--- src/rtl/button_conditioner_pkg.sv ---
// Shared definitions for the pushbutton conditioner: debounce FSM state
// encoding, default timing constants and the Moore output decode.
package button_conditioner_pkg;

  localparam int unsigned DB_CYCLES_DEF  = 1000000;
  localparam int unsigned REP_CYCLES_DEF = 25000000;
  localparam int unsigned CNT_W_DEF      = 25;
  localparam int unsigned NUM_BTN        = 4;

  typedef enum logic [2:0] {
    INIT    = 3'd0,
    WQ      = 3'd1,
    SCEN_ST = 3'd2,
    HELD    = 3'd3,
    MCEN_ST = 3'd4,
    WFR     = 3'd5
  } btn_state_t;

  // Output bits for a state, ordered {dpb, scen, mcen}.
  function automatic logic [2:0] moore_out(btn_state_t s);
    case (s)
      SCEN_ST: return 3'b111;
      HELD:    return 3'b100;
      MCEN_ST: return 3'b101;
      WFR:     return 3'b100;
      default: return 3'b000;
    endcase
  endfunction

endpackage

--- src/rtl/btn_db_fsm.sv ---
// One pushbutton lane: 2-flop synchronizer, debounce/auto-repeat FSM and its
// shared qualification/repeat counter.
module btn_db_fsm
  import button_conditioner_pkg::*;
#(
  parameter int unsigned DB_CYCLES  = DB_CYCLES_DEF,
  parameter int unsigned REP_CYCLES = REP_CYCLES_DEF,
  parameter int unsigned CNT_W      = CNT_W_DEF
) (
  input  logic ClkPort,
  input  logic Reset,
  input  logic btn_raw,
  output logic dpb,
  output logic scen,
  output logic mcen
);

  localparam logic [CNT_W-1:0] DB_TERM  = CNT_W'(DB_CYCLES - 1);
  localparam logic [CNT_W-1:0] REP_TERM = CNT_W'(REP_CYCLES - 1);
  localparam logic [CNT_W-1:0] CNT_ONE  = CNT_W'(1);

  logic             sync_meta;
  logic             sync;
  btn_state_t       state;
  logic [CNT_W-1:0] cnt;

  always_ff @(posedge ClkPort or posedge Reset) begin
    if (Reset) begin
      sync_meta <= 1'b0;
      sync      <= 1'b0;
    end else begin
      sync_meta <= btn_raw;
      sync      <= sync_meta;
    end
  end

  // Outputs are reloaded only on a state change, so they always equal the
  // decode of the registered state.
  always_ff @(posedge ClkPort or posedge Reset) begin
    if (Reset) begin
      state              <= INIT;
      cnt                <= '0;
      {dpb, scen, mcen}  <= 3'b000;
    end else begin
      case (state)
        INIT: begin
          cnt <= '0;
          if (sync) begin
            state             <= WQ;
            {dpb, scen, mcen} <= moore_out(WQ);
          end
        end
        WQ: begin
          if (!sync) begin
            state             <= INIT;
            cnt               <= '0;
            {dpb, scen, mcen} <= moore_out(INIT);
          end else if (cnt == DB_TERM) begin
            state             <= SCEN_ST;
            cnt               <= '0;
            {dpb, scen, mcen} <= moore_out(SCEN_ST);
          end else begin
            cnt <= cnt + CNT_ONE;
          end
        end
        SCEN_ST: begin
          state             <= HELD;
          cnt               <= '0;
          {dpb, scen, mcen} <= moore_out(HELD);
        end
        HELD: begin
          if (!sync) begin
            state             <= WFR;
            cnt               <= '0;
            {dpb, scen, mcen} <= moore_out(WFR);
          end else if (cnt == REP_TERM) begin
            state             <= MCEN_ST;
            cnt               <= '0;
            {dpb, scen, mcen} <= moore_out(MCEN_ST);
          end else begin
            cnt <= cnt + CNT_ONE;
          end
        end
        MCEN_ST: begin
          state             <= HELD;
          cnt               <= '0;
          {dpb, scen, mcen} <= moore_out(HELD);
        end
        WFR: begin
          // A high sample resumes the hold with fresh repeat timing, no new press.
          if (sync) begin
            state             <= HELD;
            cnt               <= '0;
            {dpb, scen, mcen} <= moore_out(HELD);
          end else if (cnt == DB_TERM) begin
            state             <= INIT;
            cnt               <= '0;
            {dpb, scen, mcen} <= moore_out(INIT);
          end else begin
            cnt <= cnt + CNT_ONE;
          end
        end
        default: begin
          state             <= INIT;
          cnt               <= '0;
          {dpb, scen, mcen} <= moore_out(INIT);
        end
      endcase
    end
  end

endmodule

--- src/rtl/button_conditioner.sv ---
// Four-button conditioner: independent debounce lanes producing level,
// single-press enable and auto-repeat enable per button.
module button_conditioner
  import button_conditioner_pkg::*;
#(
  parameter int unsigned DB_CYCLES  = DB_CYCLES_DEF,
  parameter int unsigned REP_CYCLES = REP_CYCLES_DEF,
  parameter int unsigned CNT_W      = CNT_W_DEF
) (
  input  logic       ClkPort,
  input  logic       Reset,
  input  logic [3:0] btn_raw,
  output logic [3:0] btn_dpb,
  output logic [3:0] btn_scen,
  output logic [3:0] btn_mcen
);

  for (genvar i = 0; i < NUM_BTN; i++) begin : g_btn
    btn_db_fsm #(
      .DB_CYCLES  (DB_CYCLES),
      .REP_CYCLES (REP_CYCLES),
      .CNT_W      (CNT_W)
    ) u_fsm (
      .ClkPort (ClkPort),
      .Reset   (Reset),
      .btn_raw (btn_raw[i]),
      .dpb     (btn_dpb[i]),
      .scen    (btn_scen[i]),
      .mcen    (btn_mcen[i])
    );
  end

endmodule

--- config.mk ---
export PLATFORM = sky130hd
export DESIGN_NAME = button_conditioner
export DESIGN_NICKNAME = d
export VERILOG_FILES = /design/src/rtl/button_conditioner_pkg.sv /design/src/rtl/btn_db_fsm.sv /design/src/rtl/button_conditioner.sv
export SDC_FILE = /design/constraint.sdc
export NUM_CORES = 1
export LEC_CHECK = 0
export BUFFER_PORTS_ARGS = -buffer_cell sky130_fd_sc_hd__clkbuf_2
export CORE_ASPECT_RATIO = 1.4
export CORE_MARGIN = 3
export CORE_UTILIZATION = 51
export CTS_BUF_LIST = sky130_fd_sc_hd__clkbuf_2 sky130_fd_sc_hd__clkbuf_4 sky130_fd_sc_hd__clkbuf_8
export DETAILED_ROUTE_END_ITERATION = 6
export PLACE_DENSITY = 0.7
export SYNTH_ARGS = -nofsm -noshare
export SYNTH_HDL_FRONTEND = slang
export SYNTH_SLANG_ARGS = --single-unit
--- constraint.sdc ---
create_clock -name ClkPort -period 12.2 [get_ports ClkPort]
set_clock_uncertainty 0.05 [all_clocks]
set_input_delay 1.22 -clock ClkPort [delete_from_list [all_inputs] [get_ports ClkPort]]
set_output_delay 1.22 -clock ClkPort [all_outputs]
set_load 0.03 [all_outputs]
### Word level (Yosys, flattened, before mapping)

Index checks and enable logic that the tools add are counted.

| operators by class | value |
|---|---|
| add/subtract/negate cells | 4 |
| eq/ne operators | 44 |
| muxes and demuxes | 112 |
| reductions and logical operators | 12 |

Operators with widths:

| cell | count |
|---|---|
| 25-bit 2-to-1 mux | 20 |
| 25-bit one-hot mux with 3 select lines | 4 |
| 25-bit by 1-bit adder with 25-bit output (second input constant) | 4 |
| 25-bit by 20-bit == test with 1-bit output (second input constant) | 4 |
| 25-bit == test (second input constant) | 4 |
| 3-bit 2-to-1 mux | 28 |
| 3-bit one-hot mux with 5 select lines | 4 |
| 1-bit 2-to-1 mux | 44 |
| 1-bit one-hot mux with 4 select lines | 8 |
| 3-bit by 2-bit == test with 1-bit output (second input constant) | 8 |
| 3-bit == test (second input constant) | 8 |
| 3-bit != test (second input constant) | 8 |
| 1-bit one-hot mux with 5 select lines | 4 |
| 4-bit AND reduction | 4 |
| 3-bit by 1-bit == test with 1-bit output (second input constant) | 4 |
| 3-bit logical NOT | 4 |
| 3-bit by 1-bit != test with 1-bit output (second input constant) | 4 |
| 2-bit by 1-bit != test with 1-bit output (second input constant) | 4 |
| 2-bit OR reduction | 4 |

| word-level totals | value |
|---|---|
| register bits | 132 |
| bits of input ports | 6 |
| output and inout port bits | 12 |
| word-level logic and storage cells | 200 |

### Longest topological paths before layout

Gate-level depths: netlist of run 1.

| depth | value |
|---|---|
| depth in word-level cells | 4 |
| mapped depth | 8 |
| mapped depth without buffers | 6 |

### Modules after synthesis

Synthesis of run 1 repeated with hierarchy kept, for this count alone.

| unflattened totals | value |
|---|---|
| cells, all modules | 742 |
| area total of the unflattened synthesis | 7015.5 um^2 |

Modules (own cells, without submodules):

| module | instances | cells each | area each (um^2) | seq. area each (um^2) |
|---|---|---|---|---|
| btn_db_fsm (g_btn[1].u_fsm ...) | 2 | 184 | 1727.9 | 825.8 |
| btn_db_fsm (g_btn[3].u_fsm) | 1 | 191 | 1791.7 | 825.8 |
| btn_db_fsm (g_btn[0].u_fsm) | 1 | 183 | 1767.9 | 825.8 |

### Least setup slack after synthesis of run 1

No wires, ideal clock.

| timing | value |
|---|---|
| path type | reg2reg |
| from | register g_btn[0].u_fsm.cnt[0] |
| to | register g_btn[0].u_fsm.cnt[15] |
| library setup time | 0.119 ns |
| arrival time | 2.013 ns |
| data required time | 12.031 ns |
| path slack | 10.018 ns |
| cell stages (with the launch flop) | 9 |
| path buffers | 2 |
| period minus slack after synthesis | 2.182 ns |
| cell sequence | dfrtp_1 ha_1 and4_1 nand4_1 or4_4 a21boi_2 buf_6 buf_8 nor2_1 |

| on the way | value |
|---|---|
| word-level cells in the longest chain between the ends | 4 |
| elaborated cells between the ends (all ways) | 9 |
| those cells by class | 1 x add/sub; 2 x eq/ne; 6 x mux |

Ends and longest elaborated chain:

| item | line | RTL |
|---|---|---|
| start: declaration | btn_db_fsm.sv:25 | `logic [CNT_W-1:0] cnt;` |
| start signal: assignment | btn_db_fsm.sv:63 | `cnt <= cnt + CNT_ONE;` |
| start signal: assignment | btn_db_fsm.sv:81 | `cnt <= cnt + CNT_ONE;` |
| start signal: assignment | btn_db_fsm.sv:100 | `cnt <= cnt + CNT_ONE;` |
| 25-bit by 1-bit adder with 25-bit output, or another cell as far along | btn_db_fsm.sv:63, btn_db_fsm.sv:81, btn_db_fsm.sv:100 |  |
| 25-bit 2-to-1 mux, on equally long branches | btn_db_fsm.sv:58, btn_db_fsm.sv:95, btn_db_fsm.sv:76 |  |
| 25-bit 2-to-1 mux, on equally long branches | btn_db_fsm.sv:91, btn_db_fsm.sv:72, btn_db_fsm.sv:54 |  |
| 25-bit one-hot mux with 3 select lines (*) | btn_db_fsm.sv:45 | `case (state)` |

Every way passes the cells marked *; elsewhere a longest branch is shown, timed or not.
A chain may end at the register's enable or synchronous reset.

### Final worst setup path of run 1

| timing | value |
|---|---|
| from | register g_btn[2].u_fsm.cnt[7] |
| to | register g_btn[2].u_fsm.state[2] |

| on the way | value |
|---|---|
| word-level cells in the longest chain between the ends | 3 |
| elaborated cells between the ends (all ways) | 6 |
| those cells by class | 5 x eq/ne; 1 x reduce/logical |

Ends and longest elaborated chain:

| item | line | RTL |
|---|---|---|
| start: declaration | btn_db_fsm.sv:25 |  |
| start signal: assignment | btn_db_fsm.sv:63 |  |
| start signal: assignment | btn_db_fsm.sv:81 |  |
| start signal: assignment | btn_db_fsm.sv:100 |  |
| 25-bit by 20-bit == test with 1-bit output / 25-bit == test (equally long branches) | btn_db_fsm.sv:58, btn_db_fsm.sv:95, btn_db_fsm.sv:76 |  |
| 3-bit by 1-bit != test with 1-bit output (no line) / 3-bit != test (equally long branches) | - |  |
| 4-bit AND reduction (no line) (*) | - |  |
| end signal: assignment | btn_db_fsm.sv:55 | `state <= INIT;` |
| end signal: assignment | btn_db_fsm.sv:59 | `state <= SCEN_ST;` |
| end signal: assignment | btn_db_fsm.sv:96 | `state <= INIT;` |
| end: declaration | btn_db_fsm.sv:24 | `btn_state_t state;` |

Marks and branches as above.

==> results of run 1 <==
[layout by cell type, fill, tap and decap left out, drive strengths merged, types with 5 or more instances in the layout]
cell / count
nor3: 19
nor3b: 5
nor2: 124
o21ai: 7
dfrtp: 132
nor2b: 7
xor2: 44
nor4: 18
and2: 12
nand4: 24
nand2: 52
xnor2: 52
a21oi: 11
nand3: 37
clkbuf: 34
o221ai: 5
and3: 24
clkinv: 9
and4: 10
inv: 18
[routing by layer]
layer	up-vias	part of all wire, %
met5	-	0
met4	0	1.6
met3	19	2.3
met2	62	51
met1	2422	45
li1	2410	-
[cells by family (layout without fill, tap and decap cells)]
logic type / Yosys count / in the layout
multiplexers: 5 / 5
XOR/XNOR: 96 / 96
AO/OA/AOI/OAI: 53 / 53
adder cells (fa/ha/maj): 5 / 5
buffers and inverters: 52 / 67
flip-flops: 132 / 132
AND/OR/NAND/NOR: 354 / 354
[state kept, by name, summed over array words and instances, names as in the netlist]
register / cells
g_btn.u_fsm.cnt: 100
g_btn.u_fsm.dpb: 4
g_btn.u_fsm.scen: 4
g_btn.u_fsm.mcen: 4
g_btn.u_fsm.state: 12
g_btn.u_fsm.sync_meta: 4
g_btn.u_fsm.sync: 4
[final cells by class]
type                       count  share of cell area (%)
clock buffer                  17                    3.27
inverter                      16                   0.874
sequential                   132                    46.2
multi-input combinational    513                    43.7
tap                          153                    2.68
timing repair buffer          19                    1.40
clock inverter                15                    1.87
[worst max-delay path, delay by kind of cell, from the launching register on]
kind	cells	cell delay (ps)
AO/OA/AOI/OAI	1	980
flip-flops	1	420
multiplexers	1	430
AND/OR/NAND/NOR	3	1160
[report_power, final]
part / internal, W / switching [W]
combinational: 0.0000374 / 0.0000779
sequential: 0.000457 / 0.0000225
clock: 0.000162 / 0.000177
[worst max path at each step]
stage                               start                      end  slack, ps  cells after the start
floorplan                           Reset    g_btn[0].u_fsm.cnt[0]       7400                      1
global placement    g_btn[2].u_fsm.cnt[7]  g_btn[2].u_fsm.state[2]       9110                      5
detailed placement  g_btn[2].u_fsm.cnt[7]  g_btn[2].u_fsm.state[2]       9030                      5
CTS                 g_btn[2].u_fsm.cnt[7]  g_btn[2].u_fsm.state[2]       9020                      5
global route        g_btn[2].u_fsm.cnt[7]  g_btn[2].u_fsm.state[2]       8830                      5
finish              g_btn[2].u_fsm.cnt[7]  g_btn[2].u_fsm.state[2]       9060                      5
[stage by stage]
step	hold slack [ps]	setup WS, ps
after floorplan	281	7400
after global placement	282	9110
after detailed placement	286	9030
after CTS	299	9020
after global routing	311	8830
final	296	9060
==> metrics.txt, run 1 <==
status finished, final reports clean; # port buffers 17; diode count 0; Area Growth Syn to Fin 6.30%; Hold Crit Class reg2reg; count leader, synth dfrtp_1; GR peak layer met2; final total power 0.000933 W; Setup crit start kind flip-flop; vias per cell 5.68; antenna violations before repair 0; fraction of the mapped netlist area in simple logic gates 26.5%; Antenna Nets Post-Route 0; vias 4913; Syn Std Cell Area 6730 um^2; Mean Syn Cell Area 9.66 um^2; Synth Area in Compound Gates 5.87%; Final Util 55.6%; M2 GR Usage 30.5%; Slew Viols, Final 0; grt met3 use 3.74%; cell taking the most area after synthesis dfrtp_1; CTS tree done; vias in the first global route 4869; CTS buffer count 17; largest family of logic cells by synthesized area simple AND/OR/NAND/NOR gates; die area 14600 um^2; Tcrit/Tclk final 25.8%; critical path capture point type flip-flop; Pre-antenna DRT Iters 5; Least-Margin Pin Slew 1270 ps; Worst Path Required 12460 ps; register bit total from synthesis 132; clock latency at the later pin of the worst-skew pair 430 ps; Max Clk Rate 0.318 GHz; R2R Setup Slk 9060 ps; Post-CTS Resized 0; main flop type after synthesis dfrtp_1; unique cell type count in the Yosys netlist 62; CTS H-Tree Depth 4; reg2reg end g_btn[2].u_fsm.state[2]; Num Clock Sinks 132; startpoint of the worst-slack reg-to-reg timing path g_btn[2].u_fsm.cnt[7]; die width 103 um; largest cells by area after synthesis dfrtp_1 (49%), nor2_1 (6.9%), xnor2_1 (6.8%); cell count after placement 833; Post-DP HPWL 8230 um; Longest Clk Path Bufs 2; Ports 18; hold bufs inserted after CTS 0; fin crit period 3140 ps; met1 Use GR 22.5%; multi-input logic area 3130 um^2; kind of critical path reg2reg; mux share of post-synthesis cell area 0.762%; drt drc 0; sequential cell area 3300 um^2; GRT Overall Usage 17.9%; pin count of the biggest net entering global routing 68; fin nets 709; EDFF count, synth 0; DR iter-0 viols 231; fin cells 865; RSZ-0062 raised after global routing no; DR WL/cell 14.0 um; clock transition at the registers of the reported paths 80 ps; clk root buf clkbuf_8; first-pass GRT wire length 21400 um; Slew HR 14.9%; Synth top area share 49.1%; slowest cell on the critical path a21oi_2; Post-DP Area 6790 um^2; critical path arrival 3410 ps; Max VDD drop 0.0000707 V; postcts setup bufs 0; Post-Synth Adder-Cell Area 0.892%; fin area 7150 um^2; Die Ht 142 um; HP Start g_btn[0].u_fsm.sync_meta; # setup viols final 0; Seq/Total Area, Yosys 49.1%; Worst Hold Depth 0; Routability Congestion 0.798; CP max stage delay 980 ps; Commonest cells post-synth dfrtp_1 (132), nor2_1 (124), nand2_1 (52), xnor2_1 (52), xor2_1 (44); Mapped Cells 697; fill cell count 1080; Worst Hold End g_btn[0].u_fsm.sync; XOR/XNOR Fraction of Synth Area 12.5%; Setup TNS Final 0 ps; total core area 12900 um^2; reg2reg path depth 5; layout cells sized above 1 8.43%; initial cell density of the core 52.3%; CP Cell Sequence or4_1 > nor4_2 > nand4_1 > a21oi_2 > mux2_2; Synth Warn # 0; Lkg Pwr 2.95 nW; Mapped Nets 707; endpoints failing hold 0; drt total wl 12100 um; Async SR Flop Fraction 100%; Crit Path Max Fanout 29; row cnt 49; pwr/cell area 130 nW/um^2; GRT Residual Overflow 0; Max-cap violations 0
No activity file was read; power rests on OpenSTA's default activity.
==> run 2, diff against run 1 <==
- PLACE_DENSITY: 0.7 -> 0.73
- clock period: 12.2 -> 2.7 ns (I/O delays scaled with it)
==> run 2 against run 1 <==
Effect of this change: flip-flop and latch count unchanged; via count up 3.6%; clock power rose to 5.5 times the previous value; register-to-register slack worse by 8800 ps; first-iteration DRC count up 74%; die area unchanged; fmax up 28%; worst hold slack better by 4.2 ps; combinational power rose to 4.9 times the previous value; worst setup slack worse by 8800 ps; sequential share of layout area down 1.4 points; clock-buffer cell count up 6; largest power group unchanged.
==> metrics.txt, run 2 (synthesis gave the netlist of run 1 again) <==
final setup margin 244 ps (was 9060 ps); Longest Clk Path Bufs 2 (unchanged); commonest non-fill, non-tap cell in the layout dfrtp_1 (unchanged); CTS tree done (unchanged); Setup TNS Final 0 ps (unchanged); switching share of power 26.7% (was 29.7%); critical path capture point type flip-flop (unchanged); fin crit period 2460 ps (was 3140 ps); vias per cell 5.79 (was 5.68); Hold Crit Class reg2reg (unchanged); status finished, final reports clean (unchanged); Lkg Pwr 3.07 nW (was 2.95 nW); switching power 0.00123 W (was 0.000277 W); clock latency at the later pin of the worst-skew pair 440 ps (was 430 ps); Pre-antenna DRT Iters 5 (unchanged); multi-input logic area 3130 um^2 (unchanged); CP Cell Sequence or4_1 > nor4_2 > nand4_1 > a21oi_2 > buf_4 > nor2_1 (was or4_1 > nor4_2 > nand4_1 > a21oi_2 > mux2_2); fin nets 723 (was 709); layout cells sized above 1 9.50% (was 8.43%); pin count of the biggest net entering global routing 73 (was 68); Die Ht 142 um (unchanged); Top reg by flops g_btn.u_fsm.cnt (unchanged); Post-DP Area 6880 um^2 (was 6790 um^2); slowest cell on the critical path or4_1 (was a21oi_2); die area 14600 um^2 (unchanged); DR WL/cell 15.0 um (was 14.0 um); Tcrit/Tclk final 91.0% (was 25.8%); Worst Path Required 2960 ps (was 12460 ps); vias 5090 (was 4913); P_int 0.00336 W (was 0.000656 W); Clock power frac 40.4% (was 36.3%); Post-CTS Resized 0 (unchanged); Max Clk Rate 0.407 GHz (was 0.318 GHz); clock transition at the registers of the reported paths 70 ps (was 80 ps); Setup crit start kind flip-flop (unchanged); Max-cap violations 0 (unchanged); Post-DP HPWL 8850 um (was 8230 um); pwr/cell area 623 nW/um^2 (was 130 nW/um^2); row cnt 49 (unchanged); Area Growth Syn to Fin 9.56% (was 6.30%); critical path arrival 2720 ps (was 3410 ps); diode count 0 (unchanged); Antenna Nets Post-Route 0 (unchanged); biggest regs g_btn.u_fsm.cnt x100, g_btn.u_fsm.state x12 (unchanged); initial cell density of the core 52.3% (unchanged); clk root buf clkbuf_8 (unchanged); CTS buffer count 17 (unchanged); total core area 12900 um^2 (unchanged); Least-Margin Pin Slew 656 ps (was 1270 ps); drt total wl 13200 um (was 12100 um); Max VDD drop 0.000317 V (was 0.0000707 V); Ports 18 (unchanged); # port buffers 17 (unchanged); RSZ-0062 raised after global routing no (unchanged); Seq pwr share 47.2% (was 51.4%); antenna violations before repair 0 (unchanged); endpoints failing hold 0 (unchanged); die width 103 um (unchanged); max FFs per register 100 (unchanged); Final Util 57.3% (was 55.6%); DR iter-0 viols 401 (was 231); # setup viols final 0 (unchanged); Slew HR 56.2% (was 14.9%); GRT Overall Usage 19.4% (was 17.9%); GRT Residual Overflow 0 (unchanged); most frequent cells in the layout dfrtp_1 (132), nor2_1 (124), xnor2_1 (52), nand2_1 (52), xor2_1 (44) (unchanged); sequential cell area 3300 um^2 (unchanged); vias in the first global route 5122 (was 4869); fill cell count 1086 (was 1080); Routability Congestion 0.846 (was 0.798); Comb power frac 12.4% (was 12.3%); Num Clock Sinks 132 (unchanged); Place WS 250 ps (was 9030 ps); Slew Viols, Final 0 (unchanged); CTS H-Tree Depth 4 (unchanged); kind of critical path reg2reg (unchanged); first-pass GRT wire length 22900 um (was 21400 um); Crit Path Max Fanout 25 (was 29); fin area 7370 um^2 (was 7150 um^2); CP max stage delay 540 ps (was 980 ps); drt drc 0 (unchanged)
[run 2: worst max-delay path, delay by kind of cell, from the launching register on]
family                 cells  cell delay [ps]
AOI/OAI and AO/OA          1              320
buffers and inverters      1              310
DFF                        1              410
and+or+nand+nor            4             1240
[run 2: stage by stage]
step | total power (W) | hold slack (ps) | cells
floorplan | 0.00268 | 251 | 697
global placement | 0.00275 | 281 | 842
detailed placement | 0.00278 | 287 | 842
CTS | 0.00464 | 298 | 879
global route | 0.00479 | 302 | 879
finish | 0.00459 | 300 | 879
[run 2: final timing paths]
check,from,to,slack (ps),depth (start not counted)
max,g_btn[2].u_fsm.cnt[15],g_btn[2].u_fsm.cnt[12],240,6
min,g_btn[1].u_fsm.sync_meta,g_btn[1].u_fsm.sync,300,0
max reg2reg,g_btn[2].u_fsm.cnt[15],g_btn[2].u_fsm.cnt[12],240,6
min reg2reg,g_btn[1].u_fsm.sync_meta,g_btn[1].u_fsm.sync,300,0
max in group asynchronous,Reset,g_btn[1].u_fsm.cnt[1],1360,4
min in group asynchronous,Reset,g_btn[3].u_fsm.sync_meta,400,3
[run 2: routing by layer]
metal / up-vias / global-route usage, % / wire [um]
li1: 2431 / - / -
met1: 2519 / 23.4 / 5660
met2: 111 / 33.5 / 6860
met3: 29 / 3.69 / 401
met4: 0 / 7.98 / 264
met5: - / 0 / 0
[run 2: power by group through the flow]
stage | sequential [W] | clock [W] | combinational, W
finish | 0.00217 | 0.00185 | 0.000568
global route | 0.00219 | 0.00196 | 0.000635
CTS | 0.00217 | 0.00189 | 0.000579
detailed placement | 0.00221 | 0 | 0.000569
global placement | 0.00220 | 0 | 0.000555
floorplan | 0.00216 | 0 | 0.000516
[run 2: final cells by class]
type	instances	area share [%]
Timing Repair Buffer	33	3.29
Clock buffer	23	3.95
Inverter	16	0.865
Multi-Input combinational cell	513	42.4
Sequential cell	132	44.8
Clock inverter	9	2.05
Tap cell	153	2.60
[run 2: what timing repair did]
action | in CTS | in global routing
buffers inserted | 0 | 0
endpoints found under the hold margin | 31 | 0
hold buffers | 5 | 0
==> run 3, diff against run 2 <==
- CORE_ASPECT_RATIO: 1.4 -> 0.75
==> run 3 against run 2 <==
Effect of this change: first-iteration DRC count is 17% lower; non-clock buffer count is 2 lower; register-to-register slack worse by 95 ps; worst setup slack lost 95 ps; sequential share of layout area barely moved; sequential power barely moved; final area about the same; total power shrank 0.46%; worst hold slack lost 330 ps; the flow now finishes with violations (hold timing); highest routed layer unchanged.
==> metrics.txt, run 3 (synthesis gave the netlist of run 1 again) <==
Die Ht 105 um (was 142 um); max FFs per register 100 (unchanged); CP max stage delay 620 ps (was 540 ps); failing checks hold timing; CTS buffer count 17 (unchanged); Lkg Pwr 3.05 nW (was 3.07 nW); Max VDD drop 0.000369 V (was 0.000317 V); clock transition at the registers of the reported paths 80 ps (was 70 ps); fin area 7370 um^2 (about the same); critical path arrival 2800 ps (was 2720 ps); Setup crit start kind flip-flop (unchanged); Slew Viols, Final 0 (unchanged); biggest regs g_btn.u_fsm.cnt x100, g_btn.u_fsm.state x12 (unchanged); vias per cell 5.63 (was 5.79); kind of critical path reg2reg (unchanged); CP Cell Sequence ha_1 > and4_1 > nand4_1 > or4_4 > a21boi_2 > buf_6 > nor2_1 (was or4_1 > nor4_2 > nand4_1 > a21oi_2 > buf_4 > nor2_1); most frequent cells in the layout dfrtp_1 (132), nor2_1 (124), xnor2_1 (52), nand2_1 (52), xor2_1 (44) (unchanged); Crit Path Max Fanout 25 (unchanged); Crit path max-delay family simple AND/OR/NAND/NOR gates (unchanged); # port buffers 17 (unchanged); Hold Slack -28.9 ps (was 300 ps); reg2reg path depth 7 (was 6); reg2reg end g_btn[0].u_fsm.cnt[4] (was g_btn[2].u_fsm.cnt[12]); GRT Overall Usage 18.2% (was 19.4%); Max Clk Rate 0.392 GHz (was 0.407 GHz); pin count of the biggest net entering global routing 133 (was 73); DR WL/cell 14.2 um (was 15.0 um); postcts setup bufs 0 (unchanged); fin nets 721 (was 723); Post-DP HPWL 8080 um (was 8850 um); Area Growth Syn to Fin 9.54% (was 9.56%); layout cells sized above 1 9.39% (was 9.50%); commonest non-fill, non-tap cell in the layout dfrtp_1 (unchanged); Top reg by flops g_btn.u_fsm.cnt (unchanged); drt total wl 12600 um (was 13200 um); fin crit period 2550 ps (was 2460 ps); status finished, violations left (was finished, final reports clean); Antenna Nets Post-Route 0 (unchanged); CTS tree done (unchanged); startpoint of the worst-slack reg-to-reg timing path g_btn[0].u_fsm.cnt[0] (was g_btn[2].u_fsm.cnt[15]); DR iter-0 viols 331 (was 401); CTS H-Tree Depth 4 (unchanged); Hold Crit Class in2async (was reg2reg); # setup viols final 0 (unchanged); vias in the first global route 4897 (was 5122); slowest cell on the critical path or4_4 (was or4_1); Worst Path Required 2950 ps (was 2960 ps); Least-Margin Pin Slew 682 ps (was 656 ps); Longest Clk Path Bufs 2 (unchanged); Max-cap violations 0 (unchanged); die width 139 um (was 103 um); Slew HR 54.5% (was 56.2%); total core area 12600 um^2 (was 12900 um^2); RSZ-0062 raised after global routing no (unchanged); drt drc 0 (unchanged); antenna violations before repair 0 (unchanged); Ports 18 (unchanged); R2R Setup Slk 150 ps (was 240 ps); vias 5014 (was 5090); Pre-antenna DRT Iters 5 (unchanged); die area 14600 um^2 (about the same); Routability Congestion 0.844 (was 0.846); first-pass GRT wire length 22500 um (was 22900 um); row cnt 35 (was 49); pwr/cell area 620 nW/um^2 (was 623 nW/um^2); endpoints failing hold 43 (was 0); clock latency at the later pin of the worst-skew pair 430 ps (was 440 ps); clk root buf clkbuf_8 (unchanged); critical path capture point type flip-flop (unchanged); GRT Residual Overflow 0 (unchanged); Tcrit/Tclk final 94.5% (was 91.0%); worst path buffer plus inverter count 1 (unchanged); Setup TNS Final 0 ps (unchanged); initial cell density of the core 53.5% (was 52.3%); diode count 0 (unchanged); Num Clock Sinks 132 (unchanged); Post-DP Area 6880 um^2 (about the same)
## run 3: what timing repair did
| action | 4_1_cts | 5_1_grt |
|---|---|---|
| setup endpoints to repair | 0 | 35 |
| hold endpoints to repair | 4 | 0 |
| hold buffers | 4 | 0 |
| gates resized for setup | 0 | 3 |
## run 3: worst max-delay path by stage
stage	end	cells after the start	slack [ps]	from
finish	g_btn[0].u_fsm.cnt[4]	7	150	g_btn[0].u_fsm.cnt[0]
global route	g_btn[0].u_fsm.cnt[21]	7	30	g_btn[0].u_fsm.cnt[0]
CTS	g_btn[0].u_fsm.cnt[5]	7	150	g_btn[0].u_fsm.cnt[0]
detailed placement	g_btn[0].u_fsm.cnt[19]	7	160	g_btn[0].u_fsm.cnt[0]
global placement	g_btn[0].u_fsm.cnt[7]	7	270	g_btn[0].u_fsm.cnt[0]
floorplan	g_btn[0].u_fsm.cnt[15]	8	520	g_btn[0].u_fsm.cnt[0]
## run 3: through the flow
| stage | power (W) | std cells | util, % | setup WS, ps |
|---|---|---|---|---|
| finish | 0.00457 | 890 | 58.7 | 148 |
| detailed placement | 0.00277 | 854 | 54.7 | 165 |
| global placement | 0.00276 | 854 | 54.7 | 274 |
| floorplan | 0.00268 | 697 | - | 518 |
| CTS | 0.00462 | 890 | 58.5 | 147 |
| global route | 0.00478 | 890 | 58.7 | 28.4 |
## run 3: cell type report
cell class	instances	area [um^2]
fillers	1059	5200
flip-flops and latches	132	3300
multi-input cells	513	3140
clock buffers	19	255
repair buffers	31	220
well taps	166	208
clock inverters	13	181
inverters	16	63.8
## run 3: where the power goes
part	leakage [nW]	internal, W	switching (W)	total [W]
clock network	0.219	0.00104	0.000790	0.00183
registers	1.80	0.00206	0.000105	0.00217
logic	1.03	0.000207	0.000364	0.000571
total	3.05	0.00331	0.00126	0.00457
## run 3: worst reg2reg max path, cell delays in order (launching register included)
cell and delay [ps]:
dfrtp_1 380, ha_1 220, and4_1 290, nand4_1 240
or4_4 620, a21boi_2 290, buf_6 270, nor2_1 80
## run 3: layer usage
| metal | part of all wire (%) | track usage [%] |
|---|---|---|
| met3 | 4.1 | 3.95 |
| met5 | 0 | 0 |
| met2 | 45 | 28.3 |
| met4 | 1.3 | 6.15 |
| met1 | 49 | 25.4 |
